--- src/rtl/vector_req_gen.sv ---
// vector_req_gen: command-driven request sequencer for the banked vector RAM.
// Turns (base, len, direction) commands into PARALLELISM-wide request beats,
// masks tail lanes, streams write data and bounds the number of reads in flight.
// Optional feature macro: VECTOR_REQ_GEN_STRIDE_EN (adds cmd_stride; otherwise
// the element stride is fixed at 1).
module vector_req_gen #(
  parameter  int unsigned VECTOR_LENGTH   = 32,
  parameter  int unsigned DATA_WIDTH      = 32,
  parameter  int unsigned PARALLELISM     = 4,
  parameter  int unsigned MAX_OUTSTANDING = 4,
  localparam int unsigned ADDR_WIDTH      = $clog2(VECTOR_LENGTH)
) (
  input  logic                                   clk,
  input  logic                                   rst_n,
  input  logic                                   cmd_valid,
  output logic                                   cmd_ready,
  input  logic [ADDR_WIDTH-1:0]                  cmd_base,
  input  logic [ADDR_WIDTH:0]                    cmd_len,
  input  logic                                   cmd_write,
`ifdef VECTOR_REQ_GEN_STRIDE_EN
  input  logic [ADDR_WIDTH-1:0]                  cmd_stride,
`endif
  input  logic [PARALLELISM-1:0][DATA_WIDTH-1:0] wr_data,
  input  logic                                   wr_valid,
  output logic                                   wr_ready,
  output logic [PARALLELISM-1:0][ADDR_WIDTH-1:0] addr,
  output logic [PARALLELISM-1:0][DATA_WIDTH-1:0] wdata,
  output logic                                   write,
  output logic [PARALLELISM-1:0]                 lane_en,
  output logic                                   valid,
  input  logic                                   ready,
  input  logic                                   rvalid,
  input  logic                                   rready,
  output logic                                   done
);

  localparam int unsigned LANE_SHIFT = $clog2(PARALLELISM);
  localparam int unsigned CNT_WIDTH  = $clog2(MAX_OUTSTANDING + 1);
  localparam int unsigned BEAT_WIDTH = ADDR_WIDTH + 2;

  typedef enum logic [1:0] {IDLE, ISSUE, DRAIN} state_t;

  state_t                   state;
  logic [ADDR_WIDTH-1:0]    base_q;
  logic [ADDR_WIDTH:0]      len_q;
  logic                     write_q;
  logic [BEAT_WIDTH-1:0]    beat_cnt;
  logic [CNT_WIDTH-1:0]     outstanding;
`ifdef VECTOR_REQ_GEN_STRIDE_EN
  logic [ADDR_WIDTH-1:0]    stride_q;
`endif

  logic [ADDR_WIDTH-1:0]    sel_base;
  logic [ADDR_WIDTH-1:0]    sel_stride;
  logic [ADDR_WIDTH:0]      sel_len;
  logic                     sel_write;
  logic [BEAT_WIDTH-1:0]    sel_beat;
  logic [BEAT_WIDTH-1:0]    num_beats;
  logic [BEAT_WIDTH-1:0]    elem;
  logic                     beats_left;
  logic                     hs;
  logic                     rd_hs;
  logic                     rsp;
  logic                     stage_free;
  logic                     cmd_fire;
  logic                     load_first;
  logic                     load_issue;
  logic                     load;
  logic [CNT_WIDTH-1:0]     out_next;
  logic [PARALLELISM-1:0][ADDR_WIDTH-1:0] nxt_addr;
  logic [PARALLELISM-1:0][DATA_WIDTH-1:0] nxt_wdata;
  logic [PARALLELISM-1:0]                 nxt_en;

  assign cmd_ready = (state == IDLE);
  assign wr_ready  = beats_left & write_q & stage_free;

  // Beat source: the first read beat is built straight from the command so it
  // appears the cycle after acceptance; later beats use the latched command.
  always_comb begin
    sel_base   = base_q;
    sel_len    = len_q;
    sel_write  = write_q;
    sel_beat   = beat_cnt;
`ifdef VECTOR_REQ_GEN_STRIDE_EN
    sel_stride = stride_q;
`else
    sel_stride = ADDR_WIDTH'(1);
`endif
    if (state == IDLE) begin
      sel_base   = cmd_base;
      sel_len    = cmd_len;
      sel_write  = cmd_write;
      sel_beat   = '0;
`ifdef VECTOR_REQ_GEN_STRIDE_EN
      sel_stride = cmd_stride;
`endif
    end
  end

  // Handshakes, outstanding-read bookkeeping and load decision.
  always_comb begin
    hs         = valid & ready;
    rd_hs      = hs & ~write;
    rsp        = rvalid & rready & (outstanding != '0);
    out_next   = outstanding + CNT_WIDTH'(rd_hs) - CNT_WIDTH'(rsp);
    stage_free = ~valid | ready;
    num_beats  = (BEAT_WIDTH'(len_q) + BEAT_WIDTH'(PARALLELISM - 1)) >> LANE_SHIFT;
    beats_left = (state == ISSUE) && (beat_cnt < num_beats);
    cmd_fire   = cmd_valid & cmd_ready;
    load_first = cmd_fire & ~cmd_write & (cmd_len != '0);
    load_issue = beats_left & stage_free &
                 (write_q ? wr_valid : (out_next < CNT_WIDTH'(MAX_OUTSTANDING)));
    load       = load_first | load_issue;
  end

  // Per-lane address, enable and data for the beat about to be loaded.
  always_comb begin
    nxt_addr  = '0;
    nxt_wdata = '0;
    nxt_en    = '0;
    elem      = '0;
    for (int i = 0; i < int'(PARALLELISM); i++) begin
      elem = (sel_beat << LANE_SHIFT) + BEAT_WIDTH'(i);
      if (elem < BEAT_WIDTH'(sel_len)) begin
        nxt_en[i]   = 1'b1;
        nxt_addr[i] = sel_base + ADDR_WIDTH'(elem) * sel_stride;
        if (sel_write) nxt_wdata[i] = wr_data[i];
      end
    end
  end

  // Sequencer FSM, outstanding counter and registered request stage.
  always_ff @(posedge clk or negedge rst_n) begin
    if (!rst_n) begin
      state       <= IDLE;
      base_q      <= '0;
      len_q       <= '0;
      write_q     <= 1'b0;
      beat_cnt    <= '0;
      outstanding <= '0;
`ifdef VECTOR_REQ_GEN_STRIDE_EN
      stride_q    <= '0;
`endif
      valid       <= 1'b0;
      addr        <= '0;
      wdata       <= '0;
      write       <= 1'b0;
      lane_en     <= '0;
      done        <= 1'b0;
    end else begin
      done        <= 1'b0;
      outstanding <= out_next;
      if (load) begin
        valid   <= 1'b1;
        addr    <= nxt_addr;
        wdata   <= nxt_wdata;
        lane_en <= nxt_en;
        write   <= sel_write;
      end else if (hs) begin
        valid   <= 1'b0;
        addr    <= '0;
        wdata   <= '0;
        lane_en <= '0;
        write   <= 1'b0;
      end
      case (state)
        IDLE: begin
          if (cmd_fire) begin
            base_q   <= cmd_base;
            len_q    <= cmd_len;
            write_q  <= cmd_write;
`ifdef VECTOR_REQ_GEN_STRIDE_EN
            stride_q <= cmd_stride;
`endif
            beat_cnt <= BEAT_WIDTH'(load_first);
            if (cmd_len == '0) done  <= 1'b1;
            else               state <= ISSUE;
          end
        end
        ISSUE: begin
          if (load_issue) beat_cnt <= beat_cnt + BEAT_WIDTH'(1);
          if (!beats_left && hs) begin
            if (out_next == '0) begin
              state <= IDLE;
              done  <= 1'b1;
            end else begin
              state <= DRAIN;
            end
          end
        end
        DRAIN: begin
          if ((out_next == '0) && !valid) begin
            state <= IDLE;
            done  <= 1'b1;
          end
        end
        default: state <= IDLE;
      endcase
    end
  end

endmodule
--- config.mk ---
export PLATFORM = sky130hd
export DESIGN_NAME = vector_req_gen
export DESIGN_NICKNAME = d
export VERILOG_FILES = /design/src/rtl/vector_req_gen.sv
export SDC_FILE = /design/constraint.sdc
export NUM_CORES = 1
export LEC_CHECK = 0
export CAP_MARGIN = 20
export CORE_MARGIN = 3
export CORE_UTILIZATION = 45
export CTS_BUF_LIST = sky130_fd_sc_hd__clkbuf_8
export CTS_CLUSTER_DIAMETER = 50
export DETAILED_ROUTE_END_ITERATION = 12
export MAX_ROUTING_LAYER = met4
export PLACE_DENSITY = 0.8
export SETUP_SLACK_MARGIN = 0.4
export SLEW_MARGIN = 20
export SYNTH_ARGS = -nofsm -noshare
export SYNTH_HDL_FRONTEND = slang
export SYNTH_SLANG_ARGS = --single-unit
--- constraint.sdc ---
create_clock -name clk -period 5.4 [get_ports clk]
set_clock_uncertainty 0.05 [all_clocks]
set_input_delay 1.08 -clock clk [delete_from_list [all_inputs] [get_ports clk]]
set_output_delay 1.08 -clock clk [all_outputs]
set_load 0.02 [all_outputs]
**After elaboration in Yosys (flattened, before gate mapping)**

Cells that the tools add are included.

- Register bits: 179
- Output and inout bits: 157
- Word-level logic and storage cells: 118

- Reductions and logical operators: 15
- Multiplexer cells: 45
- Magnitude comparators: 6
- Add/sub/neg operators: 11
- Bitwise gates (word level): 16
- Equal/unequal tests: 7

Operator list:

| cell | number |
|---|---|
| $mux W128 | 2 |
| $mux W32 | 8 |
| $mux W20 | 2 |
| $mux W5 | 6 |
| $lt A7 B6 Y1 | 4 |
| $add A5 B5 Y5 | 4 |
| $add A7 B1 Y7 const B | 2 |
| $add A7 B2 Y7 const B | 2 |
| $mux W1 | 14 |
| $mux W7 | 2 |
| $pmux W7 S2 | 1 |
| $and A1 B1 Y1 | 11 |
| $mux W2 | 5 |
| $mux W4 | 2 |
| $add A6 B2 Y7 const B | 1 |
| $lt A7 B5 Y1 | 1 |
| $logic_not A6 Y1 | 1 |
| $mux W6 | 1 |
| $ne A2 B2 Y1 const B | 3 |
| $pmux W2 S3 | 1 |
| $reduce_bool A6 Y1 | 1 |
| $ne A2 B1 Y1 const B | 2 |
| $reduce_and A4 Y1 | 1 |
| $reduce_bool A2 Y1 | 2 |
| 15 further kinds | 21 |

**Depth between registers and ports, before layout**

Gate-level depths: netlist of the first run.

- Depth in word-level cells: 9
- Mapped depth: 14

**Worst setup path before layout of the first run**

OpenSTA, ideal clock, no wires.

- Kind: input port to flip-flop
- Start point: input ready
- End point: register addr[15] in the netlist's numbering
- Arrival time: 3.462 ns
- Slack: 1.766 ns
- Buffers on the path: 0
- Stages on the path: 11
- Path through: nand2_1 -> or2_2 -> ha_1 -> inv_1 -> ha_1 -> fa_1 -> xnor2_1 -> o21ai_1 -> a21boi_4 -> nor2_1 -> a32o_1

- Cells in the longest elaborated chain, start to end: 9

RTL lines:

| what | RTL line | RTL |
|---|---|---|
| start: declaration | 31 | `input logic ready,` |
| $and A1 B1 Y1 * | 102 | `hs = valid & ready;` |
| $and A1 B1 Y1 * | 103 | `rd_hs = hs & ~write;` |
| $add A3 B1 Y3 * | 105 | `out_next = outstanding + CNT_WIDTH'(rd_hs) - CNT_WIDTH'(rsp);` |
| $sub A3 B1 Y3 * | 105 |  |
| named net out_next[2] | 69 | `logic [CNT_WIDTH-1:0] out_next;` |
| $lt A3 B3 Y1 * | 112 | `(write_q ? wr_valid : (out_next < CNT_WIDTH'(MAX_OUTSTANDING)));` |
| $mux W1 * | 112 |  |
| $and A1 B1 Y1 * | 111 | `load_issue = beats_left & stage_free &` |
| $or A1 B1 Y1 * | 113 | `load = load_first \| load_issue;` |
| $mux W20 / $reduce_bool A2 Y1 (equally long branches) | - |  |
| end signal: assignment | 155 | `addr <= nxt_addr;` |
| end: declaration | 26 | `output logic [PARALLELISM-1:0][ADDR_WIDTH-1:0] addr,` |

Mark *: on every way through the listed nets, which the timed path passes. The rest lies on a longest branch.
A chain may end at the register's enable or synchronous reset.

**Worst setup path after layout of the first run**

- Start point: input ready
- End point: register wdata[0] in the netlist's numbering

- Cells in the longest elaborated chain, start to end: 9

RTL lines:

| what | RTL line | RTL |
|---|---|---|
| $and A1 B1 Y1 * | 102 |  |
| $and A1 B1 Y1 * | 103 |  |
| $add A3 B1 Y3 * | 105 |  |
| $sub A3 B1 Y3 * | 105 |  |
| named net out_next[2] | 69 |  |
| $lt A3 B3 Y1 * | 112 |  |
| $mux W1 * | 112 |  |
| $and A1 B1 Y1 * | 111 |  |
| $or A1 B1 Y1 * | 113 |  |
| $mux W128 / $reduce_bool A2 Y1 (equally long branches) | - |  |
| end signal: assignment | 156 | `wdata <= nxt_wdata;` |
| end: declaration | 27 | `output logic [PARALLELISM-1:0][DATA_WIDTH-1:0] wdata,` |

Marked as above.

==> flow_metrics.py, run 1 <==
metrics = {
    "synthesis": {
        "synth_area_leaders": "dfrtp_1 (59%), a22o_1 (16%), buf_6 (3.0%)",
        "yosysMostFrequentCell": "dfrtp_1",
        "syn_area_um2": 7540,
        "yosys.area.top_type_share": 0.594,
        "ys_seq_elements": 179,
        "async_flop_share": 1.00,
        "synth.yosys.warnings": 0,
        "syn_inst": 576,
        "synth_top_family_by_area": "compound AO/OA/AOI/OAI gates",
        "synth-edff-count": 0,
        "synth.area.mux_share": 0.0201,
        "synth_nets": 744,
        "yosys.area_share.simple": 0.0712,
        "synthXorXnorAreaFrac": 0.0174,
        "synth_top_area_cell": "dfrtp_1",
        "synth_fa_ha_area_frac": 0.0378,
        "synth.avg_cell_area_um2": 13.1,
        "synth_common_cells": "dfrtp_1 (179), a22o_1 (139), nand2_1 (51)",
        "synth_cell_type_count": 54,
        "synth_compound_area_frac": 0.213,
        "ys.flop_type": "dfrtp_1",
        "yosysSeqAreaShare": 0.594,
    },
    "critical_path": {
        "cp.required_ns": 5.74,
        "path_common_cell": "ha_1",
        "path_max_fanout": 18,
        "cpLargestDelayFamily": "simple AND/OR/NAND/NOR gates",
        "crit_type": "primary input to flop",
        "cpPeakStageDelay_ns": 0.72,
        "crit_path_cell_trace": "clkdlybuf4s50_1 > nand2_1 > or2_2 > ha_1 > inv_1 > ha_1 > fa_1 > xnor2_1 > o21ai_1 > a21boi_4 > nor3b_4 > buf_6 > a22o_1",
        "critPathBufInv": 3,
        "crit_path_start_kind": "primary input",
        "crit_slowest_cell": "nor3b_4",
        "cp-end-kind": "flop",
        "arrival_ns": 4.69,
    },
    "global_route": {
        "grt_max_degree": 66,
        "track_usage": 0.247,
        "antenna_found_initial": 1,
        "grt_overflow_total": 0,
        "grt_pass1_vias": 6194,
        "grt_pass1_wl_um": 34400,
    },
    "route": {
        "drt_first_pass_iters": 5,
        "ant_nets": 0,
        "drcViolationCount": 0,
        "viasPerCell": 5.49,
        "vias": 6029,
        "routed_wl_um": 22200,
        "routedWlPerCell_um": 20.2,
        "initialDrtViolationCount": 295,
    },
    "floorplanning": {
        "die_area_um2": 18300,
        "num_rows": 46,
        "dieWidth_um": 135,
        "io_pins": 304,
        "initial_core_util": 0.468,
        "core_area_um2": 16100,
        "die_h_um": 135,
    },
    "final_layout": {
        "final_util": 0.687,
        "drive_gt1_frac": 0.0692,
        "area_delta_synth_final_pct": 46.9,
        "finalNetCount": 1037,
        "num-fill-cells": 1149,
    },
    "power": {
        "p_leak_nw": 4.98,
        "vdd_drop_max_v": 0.000545,
        "power_density_nw_per_um2": 650,
    },
    "placement": {
        "hpwl_um": 16500,
        "io_buffer_count": 303,
        "gp_congestion": 0.901,
    },
    "sta": {
        "setup_tns_ns": 0,
        "hold_slack_ns": 0.434,
        "slew_violations": 0,
        "max_slew_margin": 0.442,
        "fmax_mhz": 230,
        "min_period_ns": 4.35,
        "fin_crit_sh": 0.806,
        "hold_viol": 0,
        "tightest_slew_ns": 0.814,
        "setup_viol": 0,
        "rsz0062_at_grt": "no",
    },
    "clocking": {
        "cts_num_sinks": 179,
        "cts_hold_buf": 0,
        "cts_resized": 0,
        "cts_tree": "done",
        "cts_setup_buffers": 0,
        "clkTransAtPathRegs_ns": 0.10,
        "clkLatencyLatePin_ns": 0.45,
        "htreeDepth": 4,
        "cts_root_buf": "clkbuf_8",
        "cts_buffers": 17,
        "clock_path_buffers": 2,
    },
    "hold_path": {
        "hold_path_class": "flop to flop",
    },
    "flow_run": {
        "cap_violations": 0,
    },
    "outcome": {
        "outcome": "completed",
    },
}
==> sequential cells by signal, summed over array words and instances, names as in the netlist <==
signal       flops
len_q            6
write_q          1
state            2
base_q           5
outstanding      3
beat_cnt         7
done             1
valid            1
addr            20
wdata          128
lane_en          4
write            1
==> cells in the final DEF (no fill, tap or decap), drive strengths merged, types with 4 or more instances in the layout <==
master,synthesis,routed
a21oi,9,9
nand2,51,51
a32o,7,7
nand2b,5,5
o21ai,15,15
mux2,7,7
o31ai,4,4
ha,18,18
a22o,139,139
or2,4,4
clkdlybuf4s50,0,302
mux2i,6,6
nand3,6,6
clkbuf,11,18
clkinv,0,7
inv,14,20
dfrtp,179,179
and2,6,6
nor3,6,6
xnor2,11,11
xor2,4,4
buf,26,9
nor2,14,14
==> cell families (layout without fill, tap and decap cells) <==
family / after synthesis / in the layout
flops: 179 / 179
buf+inv: 51 / 357
xor+xnor: 15 / 15
simple gates: 104 / 104
fa+ha+maj: 21 / 21
compound gates: 193 / 193
mux: 13 / 13
other cells: 0 / 1
==> cell type report <==
type,count,area (um2),share of cell area
well taps,216,270,0.0244
clock inverters,14,166,0.0150
repair buffers,311,3140,0.283
inverters,14,52.6,0.00475
flip-flops and latches,179,4480,0.404
diodes,1,2.50,0.000226
multi-input cells,346,2720,0.245
clock buffers,18,248,0.0224
==> routing by layer <==
layer | up-vias | routed length [um] | track usage
met5 | - | 0 | -
met2 | 245 | 11100 | 0.402
met4 | 0 | 435 | 0.0689
met1 | 3022 | 9170 | 0.309
met3 | 32 | 1530 | 0.0620
li1 | 2730 | - | -
==> worst paths after layout <==
kind	depth (start not counted)	slack [ns]	start	end
worst min-delay path	1	0.43	lane_en[2]	lane_en[2]
worst min register to register	1	0.43	lane_en[2]	lane_en[2]
min in group asynchronous	1	0.54	rst_n	done
worst max register to register	12	1.74	valid	wdata[0]
max in group asynchronous	2	3.58	rst_n	wdata[56]
worst max-delay path	13	1.05	ready	wdata[0]
==> power breakdown <==
part | internal, mW | leakage, nW | total (mW) | switching [mW]
clock | 0.402 | 0.210 | 0.929 | 0.528
sequential | 1.84 | 2.39 | 2.17 | 0.332
combinational | 1.83 | 2.38 | 4.10 | 2.27
==> per-stage QoR <==
stage / power (mW) / cell area (um2) / setup slack, ns / std cells
after floorplan: 4.84 / 7540 / 1.77 / 576
after global placement: 6.09 / 10600 / 0.564 / 1063
after detailed placement: 6.27 / 10600 / 0.456 / 1065
after CTS: 7.23 / 11100 / 0.976 / 1097
after global routing: 7.63 / 11100 / 0.840 / 1099
final: 7.20 / 11100 / 1.05 / 1099
(Power assumes the default switching activity.)
==> inputs of run 2 (changes only) <==
==> constraint.sdc (replaced) <==
create_clock -name clk -period 4.5 [get_ports clk]
set_clock_uncertainty 0.05 [all_clocks]
set_input_delay 0.9 -clock clk [delete_from_list [all_inputs] [get_ports clk]]
set_output_delay 0.9 -clock clk [all_outputs]
set_load 0.02 [all_outputs]
==> flow_metrics.py, run 2 (synthesized netlist as in run 1, its figures left out) <==
metrics = {
    "outcome": {
        "outcome": "completed",
    },
    "clocking": {
        "clkLatencyLatePin_ns": 0.45,
        "htreeDepth": 4,
        "cts_tree": "done",
        "cts_num_sinks": 179,
        "cts_root_buf": "clkbuf_8",
        "cts_buffers": 17,
        "cts_setup_buffers": 0,
        "cts_resized": 1,
        "cts_hold_buf": 0,
        "clkTransAtPathRegs_ns": 0.09,
        "clock_path_buffers": 2,
    },
    "sta": {
        "max_slew_margin": 0.389,
        "setup_tns_ns": 0,
        "fmax_mhz": 256,
        "setup_viol": 0,
        "min_period_ns": 3.91,
        "hold_slack_ns": 0.444,
        "timing.final.ws_setup_ns": 0.587,
        "hold_viol": 0,
        "tightest_slew_ns": 0.916,
        "rsz0062_at_grt": "no",
        "fin_crit_sh": 0.869,
        "slew_violations": 0,
    },
    "power": {
        "p_switching_mw": 3.71,
        "p_leak_nw": 5.00,
        "finalPower_mw": 8.67,
        "p_int_mw": 4.96,
        "switching_share": 0.428,
        "vdd_drop_max_v": 0.000430,
        "power_density_nw_per_um2": 781,
        "p_seq_frac": 0.301,
        "clkPwrFrac": 0.120,
        "comb_power_share": 0.580,
    },
    "final_layout": {
        "finalNetCount": 1043,
        "instances_no_fill": 1102,
        "regMostFlops": "wdata",
        "area_delta_synth_final_pct": 47.3,
        "layout_commonest_cell": "clkdlybuf4s50_1",
        "largestRegisters": "wdata: 128 flops, addr: 20 flops, beat_cnt: 7 flops",
        "final_util": 0.689,
        "final_cell_mix": "clkdlybuf4s50_1 (301), dfrtp_1 (179), a22o_1 (139)",
        "antennaDiodeCount": 0,
        "largest_reg_flops": 128,
        "final_area_um2": 11100,
        "drive_gt1_frac": 0.0734,
        "num-fill-cells": 1167,
    },
    "route": {
        "initialDrtViolationCount": 322,
        "ant_nets": 0,
        "drcViolationCount": 0,
        "drt_first_pass_iters": 5,
        "routedWlPerCell_um": 20.1,
        "viasPerCell": 5.44,
        "routed_wl_um": 22200,
        "vias": 5999,
    },
    "floorplanning": {
        "initial_core_util": 0.468,
        "num_rows": 46,
        "dieWidth_um": 135,
        "die_area_um2": 18300,
        "core_area_um2": 16100,
        "io_pins": 304,
        "die_h_um": 135,
    },
    "flow_run": {
        "cap_violations": 0,
    },
    "global_route": {
        "top_usage_layer": "met2",
        "met1_usage": 0.304,
        "grt_overflow_total": 0,
        "grtUsageMet3": 0.0527,
        "grt_max_degree": 100,
        "grt_pass1_vias": 6218,
        "antenna_found_initial": 0,
        "track_usage": 0.245,
        "use_met2": 0.405,
        "grt_pass1_wl_um": 34400,
    },
    "critical_path": {
        "arrival_ns": 4.25,
        "timing.rr.start": "valid",
        "crit_type": "primary input to flop",
        "regToRegEndpoint": "wdata[106]",
        "reg2reg_slack_ns": 1.05,
        "cp.required_ns": 4.84,
        "crit_path_start_kind": "primary input",
        "reg2reg_depth": 12,
        "cp-end-kind": "flop",
        "path_max_fanout": 18,
    },
    "hold_path": {
        "hold_depth": 2,
        "whs_endpoint": "lane_en[0]",
        "min_from": "lane_en[0]",
        "hold_path_class": "flop to flop",
    },
    "placement": {
        "io_buffer_count": 303,
        "hpwl_um": 16400,
        "gp_congestion": 0.874,
        "dpl_cell_area_um2": 10700,
        "pre_cts_slack_ns": -0.0498,
        "place_inst": 1071,
    },
}
-- run 2: cell types whose count changed in the layout (fill, tap and decap cells not counted), sizes merged --
cell           before  now
dlygate4sd2         0    1
inv                20   16
clkinv              7    6
clkinvlp            0    2
clkbuf             18   19
diode               1    0
buf                 9   15
clkdlybuf4s50     302  301
-- run 2: per-layer routing --
metal	vias up	wire, um
met1	2987	9040
li1	2734	-
met5	-	0
met4	0	495
met3	36	1410
met2	242	11200
-- run 2: final cells by class --
| cell class | instances | area, um2 | share of cell area |
|---|---|---|---|
| Multi-Input combinational cell | 346 | 2720 | 0.245 |
| Sequential cell | 179 | 4480 | 0.404 |
| Inverter | 14 | 52.6 | 0.00473 |
| Clock inverter | 11 | 104 | 0.00936 |
| Timing Repair Buffer | 317 | 3220 | 0.290 |
| Clock buffer | 19 | 262 | 0.0236 |
| Tap cell | 216 | 270 | 0.0243 |
-- run 2: worst max path at each step --
stage          startpoint         end  slack [ns]  depth (start not counted)
2_1_floorplan       ready    addr[15]        1.05                         11
3_3_place_gp        ready    wdata[9]       -0.02                         12
3_5_place_dp        ready  wdata[102]       -0.05                         12
4_1_cts             ready  wdata[111]        0.46                         12
5_1_grt             ready  wdata[102]        0.42                         13
6_report            ready  wdata[106]        0.59                         13
-- run 2: worst max-delay path, stage by stage --
cell and delay (ns):
clkdlybuf4s50_1 0.46, nand2_1 0.06, or2_2 0.27, ha_1 0.27, inv_1 0.04, ha_1 0.18
fa_1 0.39, xnor2_1 0.16, o21ai_1 0.26, a21boi_4 0.15, nor3_4 0.67, buf_6 0.26
a22o_1 0.16
-- run 2: power groups by stage --
| stage | clock network (mW) | logic (mW) | registers, mW |
|---|---|---|---|
| 2_1_floorplan | 0 | 2.69 | 3.12 |
| 3_3_place_gp | 0 | 4.82 | 2.60 |
| 3_5_place_dp | 0 | 5.02 | 2.62 |
| 4_1_cts | 1.07 | 5.03 | 2.60 |
| 5_1_grt | 1.12 | 5.40 | 2.67 |
| 6_report | 1.04 | 5.02 | 2.61 |
